**src/rtl/wb_port_arbiter_if.sv**
```systemverilog
// Register-file write-port bundle: pipeline writeback, long-latency return path,
// and the arbitrated register-file write, plus stall/busy feedback to issue.
interface wb_port_arbiter_if #(
    parameter int XLEN = 32
);
    logic            pipe_valid_i;
    logic [4:0]      pipe_rdnum_i;
    logic [XLEN-1:0] pipe_rddata_i;
    logic            ext_valid_i;
    logic            ext_ready_o;
    logic [4:0]      ext_rdnum_i;
    logic [XLEN-1:0] ext_rddata_i;
    logic            stall_o;
    logic [31:0]     busy_o;
    logic            rf_we_o;
    logic [4:0]      rf_waddr_o;
    logic [XLEN-1:0] rf_wdata_o;

    modport slave (
        input  pipe_valid_i, pipe_rdnum_i, pipe_rddata_i,
        input  ext_valid_i, ext_rdnum_i, ext_rddata_i,
        output ext_ready_o, stall_o, busy_o,
        output rf_we_o, rf_waddr_o, rf_wdata_o
    );

    modport master (
        output pipe_valid_i, pipe_rdnum_i, pipe_rddata_i,
        output ext_valid_i, ext_rdnum_i, ext_rddata_i,
        input  ext_ready_o, stall_o, busy_o,
        input  rf_we_o, rf_waddr_o, rf_wdata_o
    );
endinterface

```
**src/rtl/wb_port_arbiter.sv**
```systemverilog
// Register-file write-port arbiter: pipeline writeback always wins, long-latency
// results queue in a small FIFO, drain on idle cycles, and a starvation stall.
module wb_port_arbiter #(
    parameter int XLEN       = 32,
    parameter int DEPTH      = 4,
    parameter int STARVE_MAX = 8
) (
    input  logic             clk,
    input  logic             rst,
    wb_port_arbiter_if.slave bus
);
    localparam int PW = (DEPTH > 1) ? $clog2(DEPTH) : 1;
    localparam int CW = PW + 1;
    localparam int SW = $clog2(STARVE_MAX + 1);

    logic [4:0]      fifo_rd_q   [DEPTH];
    logic [4:0]      fifo_rd_d   [DEPTH];
    logic [XLEN-1:0] fifo_data_q [DEPTH];
    logic [XLEN-1:0] fifo_data_d [DEPTH];
    logic [PW-1:0]   rd_ptr_q, rd_ptr_d;
    logic [PW-1:0]   wr_ptr_q, wr_ptr_d;
    logic [CW-1:0]   count_q, count_d;
    logic [SW-1:0]   starve_q, starve_d;
    logic            stall_q, stall_d;
    logic            rf_we_q, rf_we_d;
    logic [4:0]      rf_waddr_q, rf_waddr_d;
    logic [XLEN-1:0] rf_wdata_q, rf_wdata_d;

    logic            full, empty, push, pop;
    logic [31:0]     busy;
    logic [PW-1:0]   busy_idx;

    always_comb begin
        full  = (count_q == CW'(DEPTH));
        empty = (count_q == '0);
        // Ready looks only at the registered count, so a same-cycle pop never frees a slot.
        push  = bus.ext_valid_i && !full && (bus.ext_rdnum_i != 5'd0);
        pop   = !bus.pipe_valid_i && !empty;

        fifo_rd_d   = fifo_rd_q;
        fifo_data_d = fifo_data_q;
        rd_ptr_d    = rd_ptr_q;
        wr_ptr_d    = wr_ptr_q;
        rf_we_d     = 1'b0;
        rf_waddr_d  = rf_waddr_q;
        rf_wdata_d  = rf_wdata_q;

        if (push) begin
            fifo_rd_d[wr_ptr_q]   = bus.ext_rdnum_i;
            fifo_data_d[wr_ptr_q] = bus.ext_rddata_i;
            wr_ptr_d              = wr_ptr_q + PW'(1);
        end
        if (pop) begin
            rd_ptr_d = rd_ptr_q + PW'(1);
        end
        count_d = count_q + CW'(push) - CW'(pop);

        if (bus.pipe_valid_i) begin
            if (bus.pipe_rdnum_i != 5'd0) begin
                rf_we_d    = 1'b1;
                rf_waddr_d = bus.pipe_rdnum_i;
                rf_wdata_d = bus.pipe_rddata_i;
            end
        end else if (pop) begin
            rf_we_d    = 1'b1;
            rf_waddr_d = fifo_rd_q[rd_ptr_q];
            rf_wdata_d = fifo_data_q[rd_ptr_q];
        end

        // A stall cycle restarts the count whether or not the pipe yielded.
        if (empty || pop || stall_q) begin
            starve_d = '0;
        end else if (starve_q != SW'(STARVE_MAX)) begin
            starve_d = starve_q + SW'(1);
        end else begin
            starve_d = starve_q;
        end
        stall_d = (starve_d == SW'(STARVE_MAX));
    end

    always_comb begin
        busy     = '0;
        busy_idx = '0;
        for (int i = 0; i < DEPTH; i++) begin
            busy_idx = rd_ptr_q + PW'(i);
            if (CW'(i) < count_q) begin
                busy[fifo_rd_q[busy_idx]] = 1'b1;
            end
        end
    end

    always_ff @(posedge clk or negedge rst) begin
        if (!rst) begin
            for (int i = 0; i < DEPTH; i++) begin
                fifo_rd_q[i]   <= '0;
                fifo_data_q[i] <= '0;
            end
            rd_ptr_q   <= '0;
            wr_ptr_q   <= '0;
            count_q    <= '0;
            starve_q   <= '0;
            stall_q    <= 1'b0;
            rf_we_q    <= 1'b0;
            rf_waddr_q <= '0;
            rf_wdata_q <= '0;
        end else begin
            fifo_rd_q   <= fifo_rd_d;
            fifo_data_q <= fifo_data_d;
            rd_ptr_q    <= rd_ptr_d;
            wr_ptr_q    <= wr_ptr_d;
            count_q     <= count_d;
            starve_q    <= starve_d;
            stall_q     <= stall_d;
            rf_we_q     <= rf_we_d;
            rf_waddr_q  <= rf_waddr_d;
            rf_wdata_q  <= rf_wdata_d;
        end
    end

    assign bus.ext_ready_o = !full;
    assign bus.busy_o      = busy;
    assign bus.stall_o     = stall_q;
    assign bus.rf_we_o     = rf_we_q;
    assign bus.rf_waddr_o  = rf_waddr_q;
    assign bus.rf_wdata_o  = rf_wdata_q;
endmodule
```
**src/flat_wrapper.sv**
```systemverilog
// flat-port wrapper written by rule: the top's interface ports become plain ports
module wb_port_arbiter_flat 
#(
    parameter int XLEN       = 32,
    parameter int DEPTH      = 4,
    parameter int STARVE_MAX = 8
)
  (clk, rst, bus_pipe_valid_i, bus_pipe_rdnum_i, bus_pipe_rddata_i, bus_ext_valid_i, bus_ext_rdnum_i, bus_ext_rddata_i, bus_ext_ready_o, bus_stall_o, bus_busy_o, bus_rf_we_o, bus_rf_waddr_o, bus_rf_wdata_o);
  wb_port_arbiter_if #(.XLEN(XLEN)) bus_i ();
  input  logic clk;
  input  logic rst;
  input wire logic [$bits(bus_i.pipe_valid_i)-1:0] bus_pipe_valid_i;
  input wire logic [$bits(bus_i.pipe_rdnum_i)-1:0] bus_pipe_rdnum_i;
  input wire logic [$bits(bus_i.pipe_rddata_i)-1:0] bus_pipe_rddata_i;
  input wire logic [$bits(bus_i.ext_valid_i)-1:0] bus_ext_valid_i;
  input wire logic [$bits(bus_i.ext_rdnum_i)-1:0] bus_ext_rdnum_i;
  input wire logic [$bits(bus_i.ext_rddata_i)-1:0] bus_ext_rddata_i;
  output wire logic [$bits(bus_i.ext_ready_o)-1:0] bus_ext_ready_o;
  output wire logic [$bits(bus_i.stall_o)-1:0] bus_stall_o;
  output wire logic [$bits(bus_i.busy_o)-1:0] bus_busy_o;
  output wire logic [$bits(bus_i.rf_we_o)-1:0] bus_rf_we_o;
  output wire logic [$bits(bus_i.rf_waddr_o)-1:0] bus_rf_waddr_o;
  output wire logic [$bits(bus_i.rf_wdata_o)-1:0] bus_rf_wdata_o;
  assign bus_i.pipe_valid_i = bus_pipe_valid_i;
  assign bus_i.pipe_rdnum_i = bus_pipe_rdnum_i;
  assign bus_i.pipe_rddata_i = bus_pipe_rddata_i;
  assign bus_i.ext_valid_i = bus_ext_valid_i;
  assign bus_i.ext_rdnum_i = bus_ext_rdnum_i;
  assign bus_i.ext_rddata_i = bus_ext_rddata_i;
  assign bus_ext_ready_o = bus_i.ext_ready_o;
  assign bus_stall_o = bus_i.stall_o;
  assign bus_busy_o = bus_i.busy_o;
  assign bus_rf_we_o = bus_i.rf_we_o;
  assign bus_rf_waddr_o = bus_i.rf_waddr_o;
  assign bus_rf_wdata_o = bus_i.rf_wdata_o;
  wb_port_arbiter #(.XLEN(XLEN), .DEPTH(DEPTH), .STARVE_MAX(STARVE_MAX)) u_core (.clk(clk), .rst(rst), .bus(bus_i));
endmodule
```
**config.mk**
```make
export PLATFORM = sky130hd
export DESIGN_NAME = wb_port_arbiter_flat
export DESIGN_NICKNAME = d
export VERILOG_FILES = /design/src/rtl/wb_port_arbiter_if.sv /design/src/rtl/wb_port_arbiter.sv /design/src/flat_wrapper.sv
export SDC_FILE = /design/constraint.sdc
export NUM_CORES = 1
export LEC_CHECK = 0
export ABC_AREA = 1
export ABC_CLOCK_PERIOD_IN_PS = 2500
export CELL_PAD_IN_SITES_DETAIL_PLACEMENT = 1
export CELL_PAD_IN_SITES_GLOBAL_PLACEMENT = 1
export CORE_MARGIN = 4
export CORE_UTILIZATION = 40
export CTS_CLUSTER_DIAMETER = 50
export DETAILED_ROUTE_END_ITERATION = 8
export MAX_ROUTING_LAYER = met4
export PLACE_DENSITY_LB_ADDON = 0.1
export SLEW_MARGIN = 15
export SYNTH_ARGS = -nofsm -noshare
export SYNTH_HDL_FRONTEND = slang
export SYNTH_SLANG_ARGS = --single-unit
```
**constraint.sdc**
```tcl
create_clock -name clk -period 2.5 [get_ports clk]
set_input_delay 0.5 -clock clk [delete_from_list [all_inputs] [get_ports clk]]
set_output_delay 0.5 -clock clk [all_outputs]
set_load 0.02 [all_outputs]
```
==> out/summary.log, run 1 <==
[outcome] run status finished, violations left
[outcome] failing checks setup timing
[floorplan] total core area 27000 um2
[detailed_routing] detailed-route wire length per cell 20.8 um
[clocking] cts bufs inserted 17
[power_and_ir_drop] standby leakage power 7.19 nW
[floorplan] initial cell density of the core 0.408
[global_routing] maximum number of pins on one net before global-route repair 86
[sta] Slew @ Worst Pin 522 ps
[flow_run] number of max-cap violations 0
[clocking] maximum count of clock buffers along a single path 2
[detailed_routing] wire length after detailed routing 44600 um
[clocking] Clock H-tree levels 4
[global_routing] global-route usage over all layers 0.276
[placement] routability congestion estimate from global placement 0.892
[placement] cell area reported after detailed placement 13400 um2
[synthesis] synthesized area per cell 6.94 um2
[synthesis] proportion of synthesized flip-flops having asynchronous set or reset 1.00
[synthesis] number of enable-type register cells in the synthesized netlist 0
[setup_path] cell with the biggest individual delay on the critical path sky130_fd_sc_hd__dfrtp_2
[detailed_routing] total iterations of the first detailed-routing run 5
[synthesis] post-synthesis cell type with the largest combined area sky130_fd_sc_hd__dfrtp_1
[sta] Worst Skew 15.6 ps
[clocking] cell chosen for the clock root sky130_fd_sc_hd__clkbuf_16
[setup_path] beginning of the worst register-to-register path u_core.count_q[1]$_DFF_PN0_
[global_routing] number of global-route vias before repair 11800
[final_layout] share of final-layout standard cells stronger than drive strength 1 0.235
[placement] Post-Place Setup Slack -361 ps
[placement] HPWL Detailed 27400 um
[floorplan] Row Count 60
[setup_path] worst path arrival time 2390 ps
[placement] Port Buffer Count 149
[clocking] clk_lat worst skew 450 ps
[sta] Hold Fails Final Rpt 0
[setup_path] Worst Setup End Kind primary output
[synthesis] area share of the leading cell type in the synthesized netlist 0.450
[setup_path] required time of the worst setup path 2000 ps
[synthesis] number of distinct standard cells referenced by the synthesized netlist 30
[synthesis] portion of the post-synthesis area used by sequential elements 0.450
[setup_path] Worst path top cell family by delay simple AND/OR/NAND/NOR gates
[power_and_ir_drop] worst vdd ir 692 uV
[sta] peak clock frequency supported by timing 346 MHz
[floorplan] vertical die dimension 174 um
[synthesis] synthesized netlist cell count 1587
[sta] setup repair after global routing missed its margin true
[setup_path] capturing point of the worst reg2reg path u_core.count_q[2]$_DFF_PN0_
[final_layout] core utilization of the finished layout 0.578
[power_and_ir_drop] Pwr per Cell Area 1510 nW/um2
[setup_path] critical path peak fanout 8
[floorplan] DIE WIDTH 174 um
[sta] final critical delay including setup and external delays 2890 ps
[floorplan] number of primary I/O pins 150
[setup_path] cells along the critical path inv_8, buf_4, nand2_1, nand3_1, nand2_1, nand3_1, buf_4, nor2_1, nor2_1, nand2_1, buf_6
[synthesis] synthesized flop and latch total 198
[synthesis] cell types with the largest area share after synthesis sky130_fd_sc_hd__dfrtp_1 45%, sky130_fd_sc_hd__nand2_1 22%, sky130_fd_sc_hd__nor2_1 7.6%
[sta] slew margin rel. 0.652
[global_routing] first-pass GRT wire length 65800 um
[synthesis] most frequent cells after synthesis 644 x sky130_fd_sc_hd__nand2_1, 224 x sky130_fd_sc_hd__nor2_1, 198 x sky130_fd_sc_hd__dfrtp_1
[setup_path] largest stage delay on the critical path 500 ps
[synthesis] leading register cell type out of synthesis sky130_fd_sc_hd__dfrtp_1
[sta] worst-case setup margin in the final layout -390 ps
[clocking] Worst-path clk slew 90 ps
[detailed_routing] Post-route DRC 0
[sta] final count of pins violating max slew 0
[detailed_routing] antenna viol nets, final 0
[setup_path] Buf/Inv on CP 4
[global_routing] initial antenna violation count 1
[setup_path] Reg2Reg Setup Slack 250 ps
[detailed_routing] vias per cell 5.55
[sta] final setup violating endpoints 32
[synthesis] Post-Syn Nets 1676
[synthesis] count of warnings emitted by yosys 0
[detailed_routing] via count 11900
[min_path] Hold WC Path Type input pin to async pin
[final_layout] P&R area growth vs syn 41.7%
[floorplan] Die Area 30300 um2
[setup_path] cell occurring most often along the worst timing path sky130_fd_sc_hd__nand2_1
[detailed_routing] Iter 0 DRT Violations 892
[final_layout] final non-filler cell area 15600 um2
[setup_path] depth of the worst register-to-register path 9
[final_layout] number of nets at the end of the flow 1873
[clocking] CTS sink cnt 198
[synthesis] Netlist Area Pre-Place 11000 um2
[global_routing] final global-route overflow total 0
[clocking] CTS tree done
[sta] crit share post-route 1.16
[setup_path] category of the most critical setup path flip-flop to primary output
[synthesis] most repeated cell in the gate-level netlist after synthesis sky130_fd_sc_hd__nand2_1
[setup_path] element type at the critical path start flip-flop
-- cell type report --
type                       count  area [um2]
timing repair buffer         260        2720
inverter                      65         256
antenna                        1        2.50
clock buffer                  17         425
fill                        3292       11400
multi-input combinational   1242        6640
sequential                   198        4960
clock inverter                14         179
tap                          341         427
-- cells in the final DEF, fill, tap and decap left out, types with 20 or more instances in the layout --
master,instances
sky130_fd_sc_hd__clkbuf_16,21
sky130_fd_sc_hd__nand3_4,28
sky130_fd_sc_hd__o21ai_1,34
sky130_fd_sc_hd__nor2_2,60
sky130_fd_sc_hd__buf_6,39
sky130_fd_sc_hd__nand2_4,51
sky130_fd_sc_hd__nand2_1,530
sky130_fd_sc_hd__inv_1,59
sky130_fd_sc_hd__dfrtp_1,196
sky130_fd_sc_hd__buf_4,78
sky130_fd_sc_hd__buf_12,20
sky130_fd_sc_hd__nand3_1,65
sky130_fd_sc_hd__clkdlybuf4s50_1,116
sky130_fd_sc_hd__o21ai_0,164
sky130_fd_sc_hd__nand2_2,60
sky130_fd_sc_hd__nor2_1,154
-- how the worst max path moves through the flow --
stage                                             end                      startpoint  cells after the start  slack (ps)
final                                  bus_busy_o[28]  u_core.rd_ptr_q[0]$_DFFE_PN0P_                     11        -390
after global routing                   bus_busy_o[28]  u_core.rd_ptr_q[0]$_DFFE_PN0P_                     11        -440
after CTS                              bus_busy_o[11]  u_core.rd_ptr_q[0]$_DFFE_PN0P_                     11        -300
after detailed placement               bus_busy_o[29]  u_core.rd_ptr_q[0]$_DFFE_PN0P_                     10        -360
after global placement                  bus_busy_o[3]  u_core.rd_ptr_q[0]$_DFFE_PN0P_                     10        -290
after floorplan           u_core.count_q[2]$_DFF_PN0_                bus_pipe_valid_i                      9         420
-- state kept, by name, indices dropped and copies added (netlist names) --
signal	count
u_core.fifo_data_q	128
u_core.bus.rf_waddr_o	5
u_core.starve_q	4
u_core.count_q	3
u_core.bus.stall_o	1
u_core.wr_ptr_q	2
u_core.fifo_rd_q	20
u_core.bus.rf_wdata_o	32
u_core.bus.rf_we_o	1
u_core.rd_ptr_q	2
-- worst reg2reg max path, cell delays in order, from the launching register on --
cell and delay [ps]:
sky130_fd_sc_hd__dfrtp_1 400, sky130_fd_sc_hd__inv_1 90, sky130_fd_sc_hd__buf_4 140, sky130_fd_sc_hd__nand3_1 130
sky130_fd_sc_hd__and2_1 270, sky130_fd_sc_hd__nand2_4 110, sky130_fd_sc_hd__inv_1 100, sky130_fd_sc_hd__ha_1 250
sky130_fd_sc_hd__fa_1 420, sky130_fd_sc_hd__xnor2_1 230
-- cells by family (layout without fill, tap and decap cells) --
family | after synthesis | after routing | share of synthesized area
simple gates | 993 | 993 | 0.359
buf+inv | 147 | 356 | 0.0621
other cells | 0 | 1 | 0
compound gates | 234 | 234 | 0.113
fa+ha+maj | 11 | 11 | 0.0132
xor+xnor | 4 | 4 | 0.00318
flops | 198 | 198 | 0.450
-- layer usage --
| layer | global-route usage | vias up | part of all wire |
|---|---|---|---|
| li1 | - | 5459 | - |
| met1 | 0.372 | 5946 | 0.42 |
| met2 | 0.453 | 380 | 0.50 |
| met3 | 0.0304 | 82 | 0.053 |
| met4 | 0.0587 | 0 | 0.024 |
| met5 | - | - | 0 |
-- repair_timing --
action / CTS / global route
gates cloned: 1 / 5
endpoints found under the setup margin: 32 / 32
hold buffers: 0 / 0
pin swaps: 17 / 86
resized for setup: 230 / 308
setup buffers: 1 / 19
-- metrics by stage --
| step | cells | total power [W] | hold WS (ps) | TNS (ps) |
|---|---|---|---|---|
| after floorplan | 1587 | 0.0117 | 204 | 0 |
| after global placement | 2080 | 0.0160 | 465 | -7930 |
| after detailed placement | 2080 | 0.0164 | 469 | -9870 |
| after CTS | 2113 | 0.0201 | 35.4 | -6110 |
| after global routing | 2138 | 0.0250 | 35.7 | -11270 |
| final | 2138 | 0.0236 | 13.9 | -9710 |
-- report_power, final --
part / total [W] / switching [W] / internal, W
combinational: 0.0152 / 0.00983 / 0.00540
clock: 0.00284 / 0.00148 / 0.00136
sequential: 0.00554 / 0.000881 / 0.00465
Power figures use the tool's default switching activity.
==> run 2, diff against run 1 <==
==> constraint.sdc (replaced) <==
create_clock -name clk -period 2.5 [get_ports clk]
set_input_delay 0.5 -clock clk [delete_from_list [all_inputs] [get_ports clk]]
set_output_delay 0.5 -clock clk [all_outputs]
set_load 0.05 [all_outputs]
==> run 2 against run 1 <==
Register-to-register slack improved by 200 ps. Sequential cell count did not move. Via count fell by 2.6%. Clock skew rose by 4.2 ps. Power rose by 0.95%. Largest cell class unchanged. Highest routed layer unchanged. The run still ends with setup timing left. Critical path depth did not move. Clock power rose by 3%. Core utilization fell by 1.6 points.
==> out/summary.log, run 2 (synthesis gave the netlist of run 1 again) <==
[outcome] run status finished, violations left
[outcome] failing checks setup timing
[power_and_ir_drop] part of the total power dissipated in the clock network 0.123
[placement] Port Buffer Count 149
[clocking] maximum count of clock buffers along a single path 2
[global_routing] global-route usage over all layers 0.269
[sta] slew margin rel. 0.600
[sta] total negative setup slack -7780 ps
[power_and_ir_drop] switching fraction of total power 0.543
[min_path] Hold WC Path Type flip-flop to flip-flop
[setup_path] element type at the critical path start flip-flop
[sta] final critical delay including setup and external delays 2830 ps
[sta] crit share post-route 1.13
[setup_path] timing endpoint of the critical path bus_busy_o[2]
[final_layout] most frequent cells in the layout 554 x sky130_fd_sc_hd__nand2_1, 196 x sky130_fd_sc_hd__dfrtp_1, 164 x sky130_fd_sc_hd__nor2_1, 164 x sky130_fd_sc_hd__o21ai_0, 115 x sky130_fd_sc_hd__clkdlybuf4s50_1
[floorplan] total core area 27000 um2
[clocking] CTS sink cnt 198
[clocking] cell chosen for the clock root sky130_fd_sc_hd__clkbuf_16
[detailed_routing] detailed-route wire length per cell 20.0 um
[floorplan] Row Count 60
[clocking] Clock H-tree levels 4
[final_layout] number of nets at the end of the flow 1835
[floorplan] DIE WIDTH 174 um
[setup_path] Worst setup startpoint u_core.rd_ptr_q[1]$_DFFE_PN0P_
[placement] Post-Place Setup Slack 52.3 ps
[clocking] clk_lat worst skew 450 ps
[power_and_ir_drop] internal cell power 0.0109 W
[floorplan] vertical die dimension 174 um
[floorplan] Die Area 30300 um2
[setup_path] required time of the worst setup path 2000 ps
[power_and_ir_drop] standby leakage power 6.93 nW
[power_and_ir_drop] power after layout 0.0238 W
[placement] routability congestion estimate from global placement 0.881
[setup_path] Reg2Reg Setup Slack 450 ps
[sta] peak clock frequency supported by timing 354 MHz
[global_routing] number of global-route vias before repair 11700
[sta] Slew @ Worst Pin 598 ps
[final_layout] commonest non-fill, non-tap cell in the layout sky130_fd_sc_hd__nand2_1
[detailed_routing] Post-route DRC 0
[setup_path] worst path arrival time 2330 ps
[global_routing] initial antenna violation count 1
[power_and_ir_drop] net load switching power 0.0129 W
[global_routing] maximum number of pins on one net before global-route repair 75
[setup_path] capturing point of the worst reg2reg path u_core.count_q[2]$_DFF_PN0_
[global_routing] first-pass GRT wire length 64300 um
[clocking] Worst-path clk slew 80 ps
[clocking] CTS tree done
[detailed_routing] total iterations of the first detailed-routing run 5
[flow_run] number of max-cap violations 0
[final_layout] register with the most flip-flops u_core.fifo_data_q
[power_and_ir_drop] worst vdd ir 640 uV
[detailed_routing] antenna viol nets, final 0
[clocking] cts bufs inserted 17
[setup_path] category of the most critical setup path flip-flop to primary output
[sta] worst-case setup margin in the final layout -327 ps
[final_layout] core utilization of the finished layout 0.562
[final_layout] P&R area growth vs syn 37.9%
[sta] Worst Skew 19.8 ps
[final_layout] Largest register FFs 128
[power_and_ir_drop] sequential share of power 0.231
[detailed_routing] Iter 0 DRT Violations 864
[floorplan] initial cell density of the core 0.408
[sta] Hold Fails Final Rpt 0
[detailed_routing] via count 11600
[detailed_routing] vias per cell 5.50
[detailed_routing] wire length after detailed routing 42000 um
[floorplan] number of primary I/O pins 150
[sta] final count of pins violating max slew 0
[global_routing] final global-route overflow total 0
[sta] final setup violating endpoints 32
[setup_path] Worst Setup End Kind primary output
[power_and_ir_drop] combinational share of power 0.646
[sta] setup repair after global routing missed its margin true
[placement] HPWL Detailed 26100 um
[setup_path] depth of the worst register-to-register path 8
[final_layout] share of final-layout standard cells stronger than drive strength 1 0.206
[setup_path] critical path peak fanout 11
[setup_path] beginning of the worst register-to-register path u_core.count_q[2]$_DFF_PN0_
[power_and_ir_drop] Pwr per Cell Area 1570 nW/um2
==> run 2: cell types whose count changed in the layout (fill, tap and decap cells not counted), moves of 6 or more <==
cell	delta
sky130_fd_sc_hd__nand3_4	+12
sky130_fd_sc_hd__nor2_1	+10
sky130_fd_sc_hd__nor2_2	-9
sky130_fd_sc_hd__buf_4	-33
sky130_fd_sc_hd__nand2_1	+24
sky130_fd_sc_hd__nand2_4	-21
sky130_fd_sc_hd__nand2_8	-6
sky130_fd_sc_hd__nand3_1	-10
==> run 2: power by group through the flow <==
| stage | Sequential (W) | Combinational [W] | Clock [W] |
|---|---|---|---|
| 2_1_floorplan | 0.00621 | 0.00665 | 0 |
| 3_3_place_gp | 0.00541 | 0.0113 | 0 |
| 3_5_place_dp | 0.00548 | 0.0117 | 0 |
| 4_1_cts | 0.00545 | 0.0134 | 0.00298 |
| 5_1_grt | 0.00566 | 0.0165 | 0.00312 |
| 6_report | 0.00550 | 0.0154 | 0.00293 |
==> run 2: timing repair <==
item,in CTS,in global routing
hold buffers,1,0
buffers inserted,6,6
cloned,1,4
gates resized for setup,159,167
pin swaps,18,88
setup endpoints to repair,32,33
endpoints found under the hold margin,27,0
==> run 2: metrics by stage <==
stage / hold slack (ps) / cells / area [um2]
global placement: 427 / 2050 / 13000
floorplan: 204 / 1587 / 11000
CTS: 490 / 2090 / 14400
global route: 500 / 2101 / 15200
detailed placement: 422 / 2050 / 13000
finish: 490 / 2101 / 15200
==> run 2: how the worst min path moves through the flow <==
stage,startpoint,slack [ps],to,cells past startpoint
final,u_core.bus.rf_wdata_o[3]$_DFFE_PN0P_,490,u_core.bus.rf_wdata_o[3]$_DFFE_PN0P_,2
after global routing,u_core.bus.rf_wdata_o[12]$_DFFE_PN0P_,500,u_core.bus.rf_wdata_o[12]$_DFFE_PN0P_,2
after CTS,u_core.bus.rf_wdata_o[12]$_DFFE_PN0P_,490,u_core.bus.rf_wdata_o[12]$_DFFE_PN0P_,2
after detailed placement,rst,420,u_core.fifo_data_q[58]$_DFFE_PN0P_,1
after global placement,rst,430,u_core.bus.rf_wdata_o[26]$_DFFE_PN0P_,1
after floorplan,rst,200,u_core.bus.rf_waddr_o[0]$_DFFE_PN0P_,0
==> run 2: per-layer routing <==
layer / global-route usage / part of all wire / vias up
li1: - / - / 5384
met1: 0.361 / 0.45 / 5803
met2: 0.442 / 0.49 / 308
met3: 0.0361 / 0.036 / 61
met4: 0.0554 / 0.019 / 0
met5: - / 0 / -
==> run 2: final cells by class <==
cell class	count	area (um2)
clock buffers	18	439
inverters	65	251
well taps	341	427
diodes	1	2.50
repair buffers	222	2410
flip-flops and latches	198	4960
clock inverters	14	186
fillers	3292	11800
multi-input cells	1242	6510
==> run 2: worst max-delay path, stage by stage (launching register included) <==
cell and delay [ps]:
sky130_fd_sc_hd__dfrtp_2 470, sky130_fd_sc_hd__inv_2 120, sky130_fd_sc_hd__nand2_1 110, sky130_fd_sc_hd__nand2_4 120, sky130_fd_sc_hd__buf_12 140, sky130_fd_sc_hd__nand2_1 60, sky130_fd_sc_hd__nand2_2 120, sky130_fd_sc_hd__nand3_4 190
sky130_fd_sc_hd__nor2_1 200, sky130_fd_sc_hd__nor2_1 80, sky130_fd_sc_hd__nand2_1 100, sky130_fd_sc_hd__buf_6 170
==> RTL edit: new RTL, config.mk and constraints of run 2 <==
Take the reset off `rf_waddr_q` and load it in a clocked block of its own.
--- a/src/rtl/wb_port_arbiter.sv
+++ b/src/rtl/wb_port_arbiter.sv
@@ -103,3 +103,2 @@
             rf_we_q    <= 1'b0;
-            rf_waddr_q <= '0;
             rf_wdata_q <= '0;
@@ -114,5 +113,8 @@
             rf_we_q     <= rf_we_d;
-            rf_waddr_q  <= rf_waddr_d;
             rf_wdata_q  <= rf_wdata_d;
         end
+    end
+
+    always_ff @(posedge clk) begin
+        rf_waddr_q <= rf_waddr_d;
     end
Formal check against the unedited RTL: not equivalent (a bounded check fails within 4 cycles, from zero or initial values and one cycle with rst low).
==> RTL edit against run 2 <==
The flow still finishes with violations (negative setup slack). Routed wire length down 0.54%. Via count down 1.2%. Fmax up 0.33%. Synthesized area down 1.3%. Final area down 2.1%. Clock power down 4%. Die area down 1.2%. Power down 0.80%. Sequential cell count unchanged. Setup slack better by 0.0094 ns. Largest cell class unchanged. Highest routed layer unchanged.
==> RTL edit: results (changes against run 2) <==
[placement]
placed_area_sq_mm = 0.01351  ; +3.6%
dp_hpwl_microns = 28750  ; +10%
placed_cells = 2041  ; -0.44%
gp_congestion = 0.9040  ; +2.7%
post-place-ws_ns = 0.08285  ; +0.03050 ns

[setup_path]
startpoint = u_core.rd_ptr_q[0]
path_max_fanout = 10  ; -1
r2r_cells = 9  ; +1
r2r_slack_ns = 0.37  ; -0.08 ns
r2r_start = u_core.count_q[0]
cp-endpoint = bus_busy_o[4]

[power]
switching_share_pct = 52.15  ; -2.1 points
p_leak_nw = 6.826  ; -1.6%
vdd.ir_drop.worst_uv = 644.9  ; +0.80%
pg_seq_mw = 5.56  ; +1%

[yosys]
ys_types = 25  ; -17%
synth_xor_area_share_pct = 0.3221  ; +0.0041 points
synth_seq_area_share_pct = 45.78  ; +0.80 points
synth_compound_area_share_pct = 13.39  ; +2.1 points
yosys-top-cells-count = 595 x nand2_1, 238 x nor2_1, 193 x dfrtp_1
yosys-top-cells-area = dfrtp_1 44%, nand2_1 21%, nor2_1 8.2%, o21ai_0 7.1%, nand3_1 4.0%
syn-mean-instance-area_sq_um = 6.981  ; +0.58%
synthAdderAreaFrac_pct = 1.334  ; +0.017 points
synthesis.nets = 1647  ; -1.7%
async_flop_share_pct = 97.47  ; -2.5 points

[finish]
finalNetCount = 1815  ; -1.1%
num_antenna_cells = 0  ; -1
largest_register = u_core.fifo_data_q
drive_gt1_share_pct = 15.70  ; -4.9 points

[sta]
finClkSkew_ns = 0.01816  ; -0.001667 ns
tns_ns = -7.867  ; -0.08676 ns
timing.hold.ws_ns = 0.02215  ; -0.4683 ns
slew_headroom_pct = 62.76  ; +2.7 points
finalWorstSetupSlack_ns = -0.3177  ; +0.009394 ns
setup_violations = 32  ; unchanged

[outcome]
violations = negative setup slack
status = finished with violations

[detailed_routing]
finalWirelength_microns = 41770  ; -0.54%
wire_per_inst_microns = 20.08  ; +0.47%
drt-vias-per-instance = 5.488  ; -0.22%
drt_iter0_markers = 757  ; -12%

[clock_network]
cts_resized = 30  ; -81%
post_cts_buffers = 2  ; -4

[hold_path]
hp-class = primary input to async pin

[global_routing]
gr-usage-all-layers_pct = 28.15  ; +1.2 points
antenna_found_initial = 0  ; -1
grt_pass1_wl_microns = 66380  ; +3.2%
grt_max_degree = 56  ; -25%
first_global_vias = 12140  ; +3.8%

RTL edit: changes by cell type after synthesis, moves of 7 or more:
cell	delta
o221ai_1	-8
nor2_1	+14
nand3_2	-7
a21oi_1	+63
o21ai_1	-34
inv_1	+12
buf_4	-7
nand2_1	-49
o22ai_1	-14
o21ai_0	-9
clkbuf_1	+15
buf_2	-8
o2111ai_1	+25
nand3_1	-17
RTL edit: routing by layer:
metal / vias to the layer above / GRT usage [%] / routed length [microns]
met1: 5719 / 33.99 / 17570
met3: 77 / 3.017 / 1395
met4: 0 / 7.316 / 1122
li1: 5335 / - / -
met5: - / - / 0
met2: 284 / 50.48 / 21680
RTL edit: cell type report:
type	instances	area, sq um
Multi-Input combinational cell	1204	5849
Inverter	75	286.5
Clock buffer	18	450.4
Sequential cell	198	4981
Tap cell	341	426.7
Fill cell	3288	12000
Timing Repair Buffer	230	2725
Clock inverter	14	153.9
